[config.mk]
export PLATFORM = sky130hd
export DESIGN_NAME = i2s_dac_serializer
export DESIGN_NICKNAME = d
export VERILOG_FILES = /design/src/rtl/i2s_dac_serializer_pkg.sv /design/src/rtl/i2s_bclk_gen.sv /design/src/rtl/i2s_dac_serializer.sv
export SDC_FILE = /design/constraint.sdc
export NUM_CORES = 1
export LEC_CHECK = 0
export CORE_MARGIN = 8
export CORE_UTILIZATION = 60
export CTS_CLUSTER_SIZE = 8
export DETAILED_ROUTE_END_ITERATION = 16
export PLACE_DENSITY = 0.81
export SYNTH_ARGS = -nofsm -noshare
export SYNTH_HDL_FRONTEND = slang
export SYNTH_SLANG_ARGS = --single-unit
[constraint.sdc]
create_clock -name clk -period 3.9 [get_ports clk]
set_input_delay 0.975 -clock clk [delete_from_list [all_inputs] [get_ports clk]]
set_output_delay 0.975 -clock clk [all_outputs]
set_load 0.02 [all_outputs]
[src/rtl/i2s_dac_serializer_pkg.sv]
// Shared constants, FSM state encoding and a counter-width helper for the
// I2S DAC serializer.
package i2s_dac_serializer_pkg;

  localparam int SAMPLE_WIDTH_DEF = 16;
  localparam int SLOT_BITS_DEF    = 32;
  localparam int BCLK_DIV_DEF     = 8;

  typedef enum logic [1:0] {
    ST_IDLE  = 2'd0,
    ST_LEFT  = 2'd1,
    ST_RIGHT = 2'd2
  } i2s_state_e;

  // Width of a counter that must hold 0..n-1; never narrower than one bit.
  function automatic int cnt_width(input int n);
    return (n <= 2) ? 1 : $clog2(n);
  endfunction

endpackage

[src/rtl/i2s_bclk_gen.sv]
// BCLK generator: divides clk by 2*BCLK_DIV while enabled and flags the
// divider wrap that makes BCLK fall. While disabled the divider and BCLK
// are held at zero. skip_i lets a wrap pass without toggling BCLK.
module i2s_bclk_gen
  import i2s_dac_serializer_pkg::*;
#(
  parameter int BCLK_DIV = BCLK_DIV_DEF
) (
  input  logic clk,
  input  logic reset,
  input  logic en_i,
  input  logic skip_i,
  output logic bclk_o,
  output logic wrap_o,
  output logic fall_o
);

  localparam int CW = cnt_width(BCLK_DIV);
  localparam logic [CW-1:0] DIV_LAST = CW'(BCLK_DIV - 1);

  logic [CW-1:0] div_q, div_d;
  logic          bclk_q, bclk_d;

  assign wrap_o = en_i && (div_q == DIV_LAST);
  assign fall_o = wrap_o && !skip_i && bclk_q;
  assign bclk_o = bclk_q;

  // Next divider count and BCLK level.
  always_comb begin
    div_d  = div_q;
    bclk_d = bclk_q;
    if (!en_i) begin
      div_d  = '0;
      bclk_d = 1'b0;
    end else if (wrap_o) begin
      div_d = '0;
      if (!skip_i) begin
        bclk_d = ~bclk_q;
      end
    end else begin
      div_d = div_q + 1'b1;
    end
  end

  // Divider and BCLK registers.
  always_ff @(posedge clk) begin
    if (reset) begin
      div_q  <= '0;
      bclk_q <= 1'b0;
    end else begin
      div_q  <= div_d;
      bclk_q <= bclk_d;
    end
  end

endmodule

[src/rtl/i2s_dac_serializer.sv]
// I2S DAC serializer: takes mono signed samples and sends each one on both
// the left and right slot of a frame (MSB first, one BCLK after the LRCK
// edge). A one-entry pending register decouples the producer from the
// frame timing; when no new sample is ready at a frame boundary the last
// sample is repeated and underflow pulses.
//
// Handshake: a sample is taken on any clk edge where sample_valid and
// sample_ready are both high. sample_ready is high when the pending register
// is empty, and also on a frame-load cycle, because that load frees the
// pending register in the same edge that the new sample lands in it.
// sample_ready depends only on internal registers, never on sample_valid.
module i2s_dac_serializer
  import i2s_dac_serializer_pkg::*;
#(
  parameter int SAMPLE_WIDTH = SAMPLE_WIDTH_DEF,
  parameter int SLOT_BITS    = SLOT_BITS_DEF,
  parameter int BCLK_DIV     = BCLK_DIV_DEF
) (
  input  logic                    clk,
  input  logic                    reset,
  input  logic [SAMPLE_WIDTH-1:0] sample_in,
  input  logic                    sample_valid,
  output logic                    sample_ready,
  output logic                    aud_bclk,
  output logic                    aud_daclrck,
  output logic                    aud_dacdat,
  output logic                    frame_start,
  output logic                    underflow,
  output i2s_state_e              dbg_state_o
);

  localparam int BW = cnt_width(SLOT_BITS);
  localparam logic [BW-1:0] BIT_LAST  = BW'(SLOT_BITS - 1);
  localparam logic [BW-1:0] DATA_LAST = BW'(SAMPLE_WIDTH);

  i2s_state_e              state_q, state_d;
  logic                    start_q, start_d;
  logic [BW-1:0]           bit_q, bit_d;
  logic [SAMPLE_WIDTH-1:0] pend_q, pend_d;
  logic                    pend_full_q, pend_full_d;
  logic [SAMPLE_WIDTH-1:0] last_q, last_d;
  logic [SAMPLE_WIDTH-1:0] shift_q, shift_d;
  logic                    lrck_q, lrck_d;
  logic                    dat_q, dat_d;
  logic                    fs_q, fs_d;
  logic                    uf_q, uf_d;

  logic                    wrap, fall, load, accept;
  logic [BW-1:0]           bit_inc;
  logic [SAMPLE_WIDTH-1:0] shifted;

  i2s_bclk_gen #(
    .BCLK_DIV (BCLK_DIV)
  ) u_bclk (
    .clk    (clk),
    .reset  (reset),
    .en_i   (state_q != ST_IDLE),
    .skip_i (start_q),
    .bclk_o (aud_bclk),
    .wrap_o (wrap),
    .fall_o (fall)
  );

  // The first load after IDLE happens on the first divider wrap (BCLK held
  // low for it); every later load is the FALL that ends a RIGHT slot.
  assign load = ((state_q == ST_LEFT) && start_q && wrap) ||
                ((state_q == ST_RIGHT) && fall && (bit_q == BIT_LAST));

  assign sample_ready = !pend_full_q || load;
  assign accept       = sample_valid && sample_ready;

  // Bit k of the slot (k = 1..SAMPLE_WIDTH) carries shift_q[SAMPLE_WIDTH-k].
  assign bit_inc = bit_q + 1'b1;
  assign shifted = shift_q >> (DATA_LAST - bit_inc);

  // Next-state and output logic for the frame FSM and sample registers.
  always_comb begin
    state_d     = state_q;
    start_d     = start_q;
    bit_d       = bit_q;
    pend_d      = pend_q;
    pend_full_d = pend_full_q;
    last_d      = last_q;
    shift_d     = shift_q;
    lrck_d      = lrck_q;
    dat_d       = dat_q;
    fs_d        = 1'b0;
    uf_d        = 1'b0;

    if (state_q == ST_IDLE) begin
      if (accept) begin
        pend_d      = sample_in;
        pend_full_d = 1'b1;
        state_d     = ST_LEFT;
        start_d     = 1'b1;
        bit_d       = '0;
      end
    end else if (load) begin
      state_d = ST_LEFT;
      start_d = 1'b0;
      bit_d   = '0;
      lrck_d  = 1'b0;
      dat_d   = 1'b0;
      fs_d    = 1'b1;
      if (pend_full_q) begin
        shift_d = pend_q;
        last_d  = pend_q;
        if (accept) begin
          pend_d = sample_in;
        end else begin
          pend_full_d = 1'b0;
        end
      end else if (sample_valid) begin
        shift_d = sample_in;
        last_d  = sample_in;
      end else begin
        shift_d = last_q;
        uf_d    = 1'b1;
      end
    end else begin
      if (accept) begin
        pend_d      = sample_in;
        pend_full_d = 1'b1;
      end
      if (fall) begin
        if (bit_q == BIT_LAST) begin
          bit_d   = '0;
          state_d = ST_RIGHT;
          lrck_d  = 1'b1;
          dat_d   = 1'b0;
        end else begin
          bit_d = bit_inc;
          dat_d = (bit_inc <= DATA_LAST) ? shifted[0] : 1'b0;
        end
      end
    end
  end

  // State, sample and output registers.
  always_ff @(posedge clk) begin
    if (reset) begin
      state_q     <= ST_IDLE;
      start_q     <= 1'b0;
      bit_q       <= '0;
      pend_q      <= '0;
      pend_full_q <= 1'b0;
      last_q      <= '0;
      shift_q     <= '0;
      lrck_q      <= 1'b1;
      dat_q       <= 1'b0;
      fs_q        <= 1'b0;
      uf_q        <= 1'b0;
    end else begin
      state_q     <= state_d;
      start_q     <= start_d;
      bit_q       <= bit_d;
      pend_q      <= pend_d;
      pend_full_q <= pend_full_d;
      last_q      <= last_d;
      shift_q     <= shift_d;
      lrck_q      <= lrck_d;
      dat_q       <= dat_d;
      fs_q        <= fs_d;
      uf_q        <= uf_d;
    end
  end

  assign aud_daclrck = lrck_q;
  assign aud_dacdat  = dat_q;
  assign frame_start = fs_q;
  assign underflow   = uf_q;
  assign dbg_state_o = state_q;

endmodule

After elaboration in Yosys (flattened, before gate mapping)
Index checks and enable logic that the tools add are counted.
Widths: inputs -> output; s select.

word-level totals
  flip-flop bits (word level) = 49
  input port bits = 19
  output and inout port bits = 8
  logic and storage cells = 92

operators by class
  $add $sub $neg = 3
  magnitude comparators = 1
  equal/unequal tests = 6
  shift operators = 1
  multiplexer cells = 33
  bitwise logic cells = 5
  reductions and logical operators = 31

operator list
  operator             count
  $mux 16              6
  $mux 5               5
  $mux 1               17
  $shr 16x5->1         1
  $mux 2               5
  $reduce_bool 2->1    5
  $reduce_and 3->1     3
  $logic_and 1x1->1    8
  $reduce_and 2->1     4
  $reduce_bool 3->1    2
  $add 5x1->5 const B  1
  $eq 5x5->1 const B   1
  $le 5x5->1 const B   1
  $not 1->1            5
  $sub 5x5->5 const A  1
  $reduce_or 2->1      2
  $reduce_or 4->1      1
  $add 3x1->3 const B  1
  $eq 3x3->1 const B   1
  $ne 3x2->1 const B   1
  $reduce_or 3->1      1
  $eq 2x1->1 const B   1
  $eq 2x2->1 const B   1
  $logic_not 1->1      2
  3 further kinds      4

Depth between registers and ports, before layout
Gate-level depths: netlist (run 1).

  depth in word-level cells = 13
  mapped depth = 11
  gate-level depth less buffers = 9

Modules after synthesis
Synthesis (run 1) repeated with hierarchy kept, for this count alone.

second synthesis, totals
  cells, all modules = 243
  area, all modules = 2369.8 µm²

modules (own cells, without submodules)
  module              instances  cells each  area each (µm²)
  i2s_dac_serializer  1          227         2200.9
  i2s_bclk_gen        1          16          168.9

Worst setup path before layout (run 1)
Ideal clock, no wire load.

  path type = register -> output
  from = register bit_q[1]
  to = output port sample_ready
  arrival time = 1.597 ns
  setup slack = 1.328 ns
  cell stages (with the launch flop) = 7
  buffers on the path = 0
  cells stage by stage = dfxtp_1 > ha_1 > and3_1 > ha_1 > and4bb_4 > a21oi_4 > o21ai_2

on the way
  longest elaborated chain between the ends = 4

RTL lines
  element                   line                       RTL
  start: declaration        i2s_dac_serializer.sv:38   logic [BW-1:0] bit_q, bit_d;
  start signal: assignment  i2s_dac_serializer.sv:156  bit_q <= bit_d;
  $eq 5x5->1                i2s_dac_serializer.sv:67   ((state_q == ST_RIGHT) && fall && (bit_q == BIT_LAST));
  $logic_and 1x1->1         i2s_dac_serializer.sv:67
  $logic_or 1x1->1          i2s_dac_serializer.sv:66   assign load = ((state_q == ST_LEFT) && start_q && wrap) ||
  $logic_or 1x1->1          i2s_dac_serializer.sv:69   assign sample_ready = !pend_full_q || load;
  end: declaration          i2s_dac_serializer.sv:23   output logic sample_ready,

Every way passes these cells.

Worst setup path after layout (run 1)
  from = register bit_q[0]
  to = output port sample_ready

Same word-level chain as after synthesis.

==> reports/metrics.csv, run 1 <==
metric,value,unit
fill_cells,295,
clock_skew,7.27,ps
power,998,uW
clk_latency,300,ps
crit_type,reg2out,
grt_pass1_vias,1695,
r2r_slack,1140,ps
crit_chain,ha_1 > and3_1 > ha_1 > and4bb_4 > a21oi_4 > o21ai_2 > clkdlybuf4s50_1,
rsz0062_at_grt,no,
crit_family,buffers and inverters,
worstMarginPinSlew,903,ps
synth.ff_latch_count,49,
p_comb_share,10.1,%
drt-pass1-iter-count,4,
hold_start,u_bclk.div_q[0],
ioPinCount,27,
irDropWorstVdd,332,uV
areaGrowthSynthToFinish,12.5,%
synthArstFlopShare,0,%
seqPwrFrac,52.4,%
hold_slack,442,ps
placementRows,23,
hpwlAfterDp,3.15,mm
yosysSeqAreaShare,39.7,%
avgViaCountPerCell,5.69,
cts_hold_buf,0,
start_util,62.2,%
syn-cell-area,2470,um2
timing.rr.end,shift_q[8],
die_w,80.1,um
fin_crit,3610,ps
post-route-period-util,92.6,%
drt_iter0_markers,87,
switching_share,22.6,%
diodes,0,
ys_types,49,
antenna_found_initial,0,
cp.depth,7,
tns,0,ps
path_buf_inv,1,
coreArea,3970,um2
gp_congestion,0.832,
ys.flop_type,dfxtp_1,
max_freq,0.277,GHz
cp-start-kind,flop,
clockPowerShare,37.4,%
wl_per_cell,14.1,um
synth_edf_count,0,
outcome,"complete, no violations",
cts_tree,yes,
maxCapViolCount,0,
clkSinkCount,49,
overflow,0,
dieArea,6420,um2
finalHoldViolCount,0,
required,2920,ps
cts_made_buffers,5,
drc_errors,0,
ant_nets,0,
synth_warnings,0,
p_sw,225,uW
critPathCaptureType,output port,
via_count,1804,
relSlewSlack,39.8,%
track_usage,14.6,%
final-setup-viol-count,0,
critPathSlowestCell,clkdlybuf4s50_1,
cp-startpoint,bit_q[0],
cts-htree-levels,2,
clk_path_buf_depth,2,
die_y,80.1,um
synth_fp_nets,273,
grt_pass1_wl,7.60,mm
avgSynthCellArea,9.91,um2
p_int,772,uW
clk_pin_slew_worst_paths,90,ps
grt_start_max_net_pins,50,
drt_wl_total,4.47,mm
hold_class,reg2reg,
p_per_area,359,nW/um2
crit_path_max_fanout,11,
final-max-slew-violation-count,0,
layout-drive-gt1-share,9.74,%
timing.rr.start,bit_q[0],
cpMostUsedCell,ha_1,
max_stage_delay,620,ps
p_leak,0.00113,uW
synthCells,249,
fin_nets,290,
io_buffer_count,26,
critPathArrivalTime,2640,ps
cts_root_buffer,clkbuf_8,
rr_worst_depth,9,
cp-endpoint,sample_ready,
[routing by layer]
layer	wire, um	track usage, %
met5	0	0
met3	175	4.80
met1	2120	17.9
met4	56	4.73
met2	2120	23.6
[Yosys cell counts (2+ instances only)]
library cell,instances,area share (%)
a211oi_2,6,3.0
mux4_1,4,4.3
and2_1,2,0.51
clkbuf_1,4,0.61
xnor2_1,2,0.71
nor2b_1,2,0.51
o21ai_0,5,1.0
o21bai_1,2,0.61
nand3_1,2,0.41
dfxtp_1,49,40
nor4_1,4,1.0
nand2_1,9,1.4
buf_6,4,1.8
a21oi_1,10,2.0
mux2i_1,35,14
buf_2,3,0.61
ha_1,5,2.5
inv_1,2,0.30
nand3b_1,5,1.5
nand2b_1,2,0.51
a211oi_1,13,4.0
buf_4,5,1.5
nor2_1,45,6.8
nor3_1,4,0.81
[power groups by stage]
stage               Combinational (uW)  Clock, uW  Sequential (uW)
global route                       111        401              525
global placement                  99.7          0              534
detailed placement                 101          0              535
finish                             101        374              523
CTS                                102        380              523
floorplan                         72.1          0              532
[state kept, by name (all words and copies together), names as in the netlist]
| register | count |
|---|---|
| frame_start | 1 |
| u_bclk.div_q | 3 |
| u_bclk.bclk_o | 1 |
| aud_daclrck | 1 |
| aud_dacdat | 1 |
| pend_q | 16 |
| dbg_state_o | 2 |
| underflow | 1 |
| start_q | 1 |
| shift_q | 16 |
| bit_q | 5 |
| pend_full_q | 1 |
[metrics by stage]
stage	area [um2]	cells	util [%]	setup WS, ps
global placement	2660	309	67.0	547
global route	2780	317	69.9	126
finish	2780	317	69.9	290
detailed placement	2660	309	67.0	487
CTS	2780	317	69.9	145
floorplan	2470	249	-	1330
[cell usage in the layout, fill, tap and decap left out, drive strengths merged, types with 2 or more instances in the layout]
master	n
a21o	2
buf	3
nand3	2
clkdlybuf4s50	25
inv	2
nand2	9
nor2	46
mux2i	35
ha	5
nor4	4
clkbuf	7
a211oi	19
mux4	4
dfxtp	49
nand3b	5
and2	2
o21bai	2
nand2b	3
a21oi	11
nor3	4
xnor2	2
o21ai	6
nor2b	2
or2	2
[kinds of logic after synthesis]
| logic type | Yosys count | share of synthesized area (%) |
|---|---|---|
| AND/OR/NAND/NOR | 85 | 17.3 |
| flip-flops | 49 | 39.7 |
| AO/OA/AOI/OAI | 48 | 14.9 |
| multiplexers | 39 | 18.4 |
| buffers and inverters | 20 | 6.03 |
| adder cells (fa/ha/maj) | 5 | 2.53 |
| XOR/XNOR | 3 | 1.06 |
[worst min-delay path by stage]
stage          slack [ps]              end  depth (start not counted)
6_report              440  u_bclk.div_q[0]                          1
5_1_grt               470  u_bclk.div_q[0]                          1
4_1_cts               440  u_bclk.div_q[0]                          1
3_5_place_dp          430  u_bclk.div_q[0]                          1
3_3_place_gp          430  u_bclk.div_q[0]                          1
2_1_floorplan         410  u_bclk.div_q[0]                          1
[repair_timing]
action                                  in CTS  in global routing
endpoints found under the setup margin       0                  1
setup buffers                                0                  0
resized for setup                            0                  1
[area by class of cell]
type	count	area [um2]	share of cell area (%)
repair buffers	28	270	9.73
clock buffers	7	86.3	3.11
multi-input cells	180	1340	48.2
flip-flops and latches	49	982	35.4
well taps	50	62.6	2.25
inverters	2	7.51	0.270
clock inverters	1	30.0	1.08
Note: power is estimated with default switching activity, not from simulation.
==> inputs of run 2 (changes only) <==
--- a/config.mk
+++ b/config.mk
@@ -8,6 +8,6 @@
 export CORE_MARGIN = 8
-export CORE_UTILIZATION = 60
+export CORE_UTILIZATION = 30
 export CTS_CLUSTER_SIZE = 8
 export DETAILED_ROUTE_END_ITERATION = 16
-export PLACE_DENSITY = 0.81
+export PLACE_DENSITY = 0.45
 export SYNTH_ARGS = -nofsm -noshare
==> constraint.sdc (replaced) <==
create_clock -name clk -period 3.9 [get_ports clk]
set_input_delay 0.78 -clock clk [delete_from_list [all_inputs] [get_ports clk]]
set_output_delay 0.78 -clock clk [all_outputs]
set_load 0.02 [all_outputs]
==> reports/metrics.csv, run 2 (synthesized netlist as in run 1, its figures left out) <==
metric,value,unit,change
critPathArrivalTime,2640,ps,about the same
cp-start-kind,flop,,
fin_crit,3420,ps,-190 ps
avgViaCountPerCell,4.67,,-18%
drt_wl_total,4.94,mm,+11%
tns,0,ps,unchanged
clk_path_buf_depth,2,,unchanged
crit_chain,ha_1 > and3_1 > ha_1 > and4bb_4 > a21oi_4 > o21ai_2 > clkdlybuf4s50_1,,
maxCapViolCount,0,,unchanged
cts_made_buffers,5,,unchanged
gp_congestion,0.760,,-8.6%
final_util,34.9,%,-35 points
critPathSlowestCell,clkdlybuf4s50_1,,
hold_slack,436,ps,-6.18 ps
critPathCaptureType,output port,,
max_freq,0.292,GHz,+5.6%
coreArea,8090,um2,+100%
worstMarginPinSlew,972,ps,+68.7 ps
drc_errors,0,,unchanged
placementRows,33,,+43%
final-setup-viol-count,0,,unchanged
p_leak,0.00112,uW,-0.80%
io_buffer_count,26,,unchanged
hold_depth,1,,unchanged
grt_pass1_vias,1882,,+11%
die_y,107,um,+33%
cts_setup_buffers,0,,unchanged
layout_common_cells,"dfxtp_1, nor2_1, mux2i_1, clkdlybuf4s50_1, a211oi_1",,
hpwlAfterDp,3.36,mm,+6.5%
crit_family,buffers and inverters,,
grt_util_met3,2.64,%,-2.2 points
crit_path_max_fanout,7,,-4
cts-htree-levels,2,,unchanged
hold_start,u_bclk.div_q[0],,
max_stage_delay,620,ps,about the same
areaGrowthSynthToFinish,14.5,%,
clkSinkCount,49,,unchanged
finalHoldViolCount,0,,unchanged
rsz0062_at_grt,no,,
irDropWorstVdd,155,uV,-53%
via_count,1741,,-3.5%
outcome,"complete, no violations",,
instances_no_fill,373,,+18%
grt_pass1_wl,8.83,mm,+16%
required,3120,ps,+200 ps
clk_latency,300,ps,about the same
p_per_area,332,nW/um2,-7.7%
layout-drive-gt1-share,10.1,%,+0.34 points
fin_nets,291,,+0.34%
clk_pin_slew_worst_paths,100,ps,about the same
cts_hold_buf,0,,unchanged
wl_per_cell,13.3,um,-6.1%
dpl_cell_area,2740,um2,+2.9%
timing.rr.start,bit_q[1],,
die_w,107,um,+33%
dieArea,11400,um2,+77%
clock_skew,7.55,ps,+0.278 ps
grtUsageMet1,11.5,%,-6.4 points
final_common_cell,dfxtp_1,,
r2r_slack,1120,ps,-20 ps
grt_start_max_net_pins,50,,unchanged
hold-path-endpoint,u_bclk.div_q[0],,
cts_tree,yes,,
placed_cells,365,,+18%
top_usage_layer,met2,,
drt_iter0_markers,122,,+40%
relSlewSlack,35.2,%,-4.6 points
rr_worst_depth,9,,unchanged
post-route-period-util,87.7,%,-4.9 points
hold_class,reg2reg,,
biggestRegsByFlops,"pend_q x16, shift_q x16, bit_q x5",,
ant_nets,0,,unchanged
overflow,0,,unchanged
path_buf_inv,1,,unchanged
antenna_found_initial,0,,unchanged
cts_resized,0,,unchanged
final_area,2830,um2,+1.8%
diodes,0,,unchanged
crit_type,reg2out,,
start_util,30.5,%,-32 points
timing.rr.end,shift_q[2],,
final-max-slew-violation-count,0,,unchanged
cts_root_buffer,clkbuf_8,,
cpMostUsedCell,ha_1,,
ioPinCount,27,,unchanged
met2_usage,15.6,%,-8.0 points
track_usage,9.42,%,-5.2 points
fill_cells,869,,+190%
drt-pass1-iter-count,4,,unchanged
==> run 2: area by class of cell <==
type	count	area, um2	area share (%)
Sequential cell	49	981	34.7
Clock inverter	3	21.3	0.753
Tap cell	105	131	4.65
Clock buffer	5	68.8	2.43
Timing Repair Buffer	29	278	9.83
Multi-Input combinational cell	180	1340	47.4
Inverter	2	7.51	0.266
==> run 2: how the worst max path moves through the flow <==
stage,startpoint,to,slack [ps],cells after the start
floorplan,bit_q[1],sample_ready,1520,6
global placement,bit_q[1],sample_ready,890,7
detailed placement,bit_q[1],sample_ready,810,7
CTS,bit_q[1],sample_ready,440,7
global route,bit_q[1],sample_ready,240,7
finish,bit_q[1],sample_ready,480,7
==> run 2: power breakdown <==
group	internal (uW)	switching, uW
logic	49.8	52.5
clock network	128	185
registers	513	8.93
total	691	246
==> run 2: metal layers <==
layer  vias to the layer above  wire length (um)
li1                        927                 -
met1                       791              2380
met2                        17              2370
met3                         6               130
met4                         0                61
met5                         -                 0
==> run 2: per-stage QoR <==
step	power (uW)	setup slack, ps
after global routing	983	243
after CTS	959	441
after global placement	638	893
after floorplan	604	1520
final	937	480
after detailed placement	638	806
==> inputs of run 3 (changes only) <==
- ABC_AREA: default -> 1
- CTS_BUF_LIST: default -> sky130_fd_sc_hd__clkbuf_2 sky130_fd_sc_hd__clkbuf_4 sky130_fd_sc_hd__clkbuf_8
- DONT_BUFFER_PORTS: default -> 1
- PLACE_DENSITY: 0.45 -> 0.41
==> reports/metrics.csv, run 3 <==
metric,value,unit,change
outcome,"complete, no violations",,
wl_per_cell,11.3,um,-15%
clock_skew,2.72,ps,-4.83 ps
max_freq,0.375,GHz,+28%
synth_fp_nets,405,,+48%
avgSynthCellArea,6.52,um2,-34%
syn-cell-area,2480,um2,+0.56%
drt_iter0_markers,55,,-55%
clk_latency,300,ps,about the same
seqPwrFrac,54.7,%,-1.0 points
grt_pass1_vias,2038,,+8.3%
cts_made_buffers,5,,unchanged
synth_top_cell_area_share,39.5,%,-0.22 points
drt-pass1-iter-count,4,,unchanged
ys_top_cells_by_count,"nand2_1, inv_1, dfxtp_1",,
grt_start_max_net_pins,37,,-26%
yosysMostFrequentCell,nand2_1,,
clockPowerShare,31.0,%,-2.3 points
p_comb_share,14.3,%,+3.4 points
avgViaCountPerCell,4.34,,-6.9%
finalHoldViolCount,0,,unchanged
hpwlAfterDp,3.91,mm,+16%
antenna_found_initial,0,,unchanged
instances_no_fill,479,,+28%
synthArstFlopShare,0,%,unchanged
switching_share,28.4,%,+2.2 points
die_y,107,um,+0.24%
cts_tree,yes,,
p_sw,278,uW,+13%
placed_cells,471,,+29%
cts_resized,0,,unchanged
cts_setup_buffers,0,,unchanged
critPathCaptureType,output port,,
synth_warnings,0,,unchanged
biggestRegsByFlops,"pend_q x16, shift_q x16, bit_q x5",,
start_util,30.5,%,about the same
final-setup-viol-count,0,,unchanged
dpl_worst_slack,1560,ps,+755 ps
placementRows,33,,unchanged
crit_path_max_fanout,11,,+4
final_common_cell,nand2_1,,
r2r_slack,1590,ps,+470 ps
cp-start-kind,flop,,
layout_common_cells,"nand2_1, inv_1, dfxtp_1, nor2_1, o21ai_0",,
gp_congestion,0.766,,+0.71%
ioPinCount,27,,unchanged
layout-drive-gt1-share,5.88,%,-4.2 points
irDropWorstVdd,105,uV,-32%
fill_cells,915,,+5.3%
fin_crit,2670,ps,-752 ps
worstMarginPinSlew,996,ps,+23.9 ps
clkSinkCount,49,,unchanged
die_w,107,um,+0.24%
yosysSeqAreaShare,39.5,%,-0.22 points
diodes,0,,unchanged
grt_pass1_wl,9.54,mm,+8.1%
io_buffer_count,0,,-100%
final-max-slew-violation-count,0,,unchanged
clk_pin_slew_worst_paths,90,ps,about the same
fin_nets,397,,+36%
synth_top_area_cell,dfxtp_1,,
dieArea,11400,um2,+0.48%
ys_types,24,,-51%
required,3120,ps,about the same
drc_errors,0,,unchanged
drt_wl_total,5.40,mm,+9.2%
synth_edf_count,0,,unchanged
coreArea,8130,um2,+0.51%
p_int,699,uW,+1.2%
areaGrowthSynthToFinish,5.19,%,
p_leak,0.00123,uW,+9.6%
synth_top_cells_by_area,"dfxtp_1, nand2_1, inv_1",,
track_usage,10.1,%,+0.73 points
overflow,0,,unchanged
relSlewSlack,33.2,%,-2.0 points
critPathArrivalTime,1890,ps,-750 ps
tns,0,ps,unchanged
cts_root_buffer,clkbuf_8,,
cts-htree-levels,2,,unchanged
clk_path_buf_depth,2,,unchanged
cts_hold_buf,0,,unchanged
ant_nets,0,,unchanged
via_count,2081,,+20%
crit_type,reg2out,,
p_per_area,374,nW/um2,+13%
ys.flop_type,dfxtp_1,,
synthCells,381,,+53%
rsz0062_at_grt,no,,
synth.ff_latch_count,49,,unchanged
post-route-period-util,68.4,%,-19 points
maxCapViolCount,0,,unchanged
hold_class,reg2reg,,
fin_ws,1230,ps,+752 ps
==> run 3: cell type report <==
| type | instances | area [um2] | share of cell area (%) |
|---|---|---|---|
| Inverter | 60 | 225 | 8.62 |
| Tap cell | 105 | 131 | 5.03 |
| Sequential cell | 49 | 981 | 37.6 |
| Clock buffer | 6 | 76.3 | 2.92 |
| Multi-Input combinational cell | 257 | 1190 | 45.5 |
| Clock inverter | 2 | 10.0 | 0.383 |
==> run 3: critical path: stages (launching register included) <==
cell,delay (ps)
dfxtp_1,550
ha_1,260
nand2_1,80
nor2_1,110
ha_1,200
nand2_1,80
nand2_2,110
nand2_4,90
nand2_4,120
==> run 3: layer usage <==
| metal | up-vias | wire length, um | track usage (%) |
|---|---|---|---|
| met3 | 4 | 222 | 2.58 |
| met5 | - | 0 | 0 |
| met2 | 23 | 2470 | 16.6 |
| li1 | 1153 | - | - |
| met4 | 0 | 55 | 3.02 |
| met1 | 901 | 2650 | 12.8 |
==> run 3: path summary, 6_finish.rpt <==
check,from,endpoint,cells after the start
hold / removal,u_bclk.div_q[0],u_bclk.div_q[0],1
setup reg to reg,bit_q[0],shift_q[13],11
hold reg to reg,u_bclk.div_q[0],u_bclk.div_q[0],1
setup / recovery,bit_q[0],sample_ready,8
==> run 3: power by group through the flow <==
| stage | Sequential (uW) | Clock, uW | Combinational (uW) |
|---|---|---|---|
| 3_5_place_dp | 546 | 0 | 143 |
| 4_1_cts | 535 | 324 | 143 |
| 5_1_grt | 538 | 344 | 169 |
| 2_1_floorplan | 540 | 0 | 126 |
| 6_report | 535 | 303 | 140 |
| 3_3_place_gp | 547 | 0 | 143 |
==> run 3: cells by family after synthesis <==
group | Yosys count | synth area share (%)
AOI/OAI and AO/OA | 63 | 13.5
xor gates and xnor gates | 1 | 0.353
adders and majority gates | 5 | 2.52
buffers and inverters | 75 | 12.7
DFF | 49 | 39.5
and+or+nand+nor | 188 | 31.5
==> run 3: per-stage QoR <==
| step | hold WS (ps) | utilization [%] | power, uW | cell area (um2) |
|---|---|---|---|---|
| after floorplan | 399 | - | 665 | 2480 |
| after global placement | 410 | 31.0 | 690 | 2520 |
| after detailed placement | 415 | 31.0 | 689 | 2520 |
| after CTS | 429 | 32.1 | 1000 | 2610 |
| after global routing | 448 | 32.1 | 1050 | 2610 |
| final | 421 | 32.1 | 977 | 2610 |
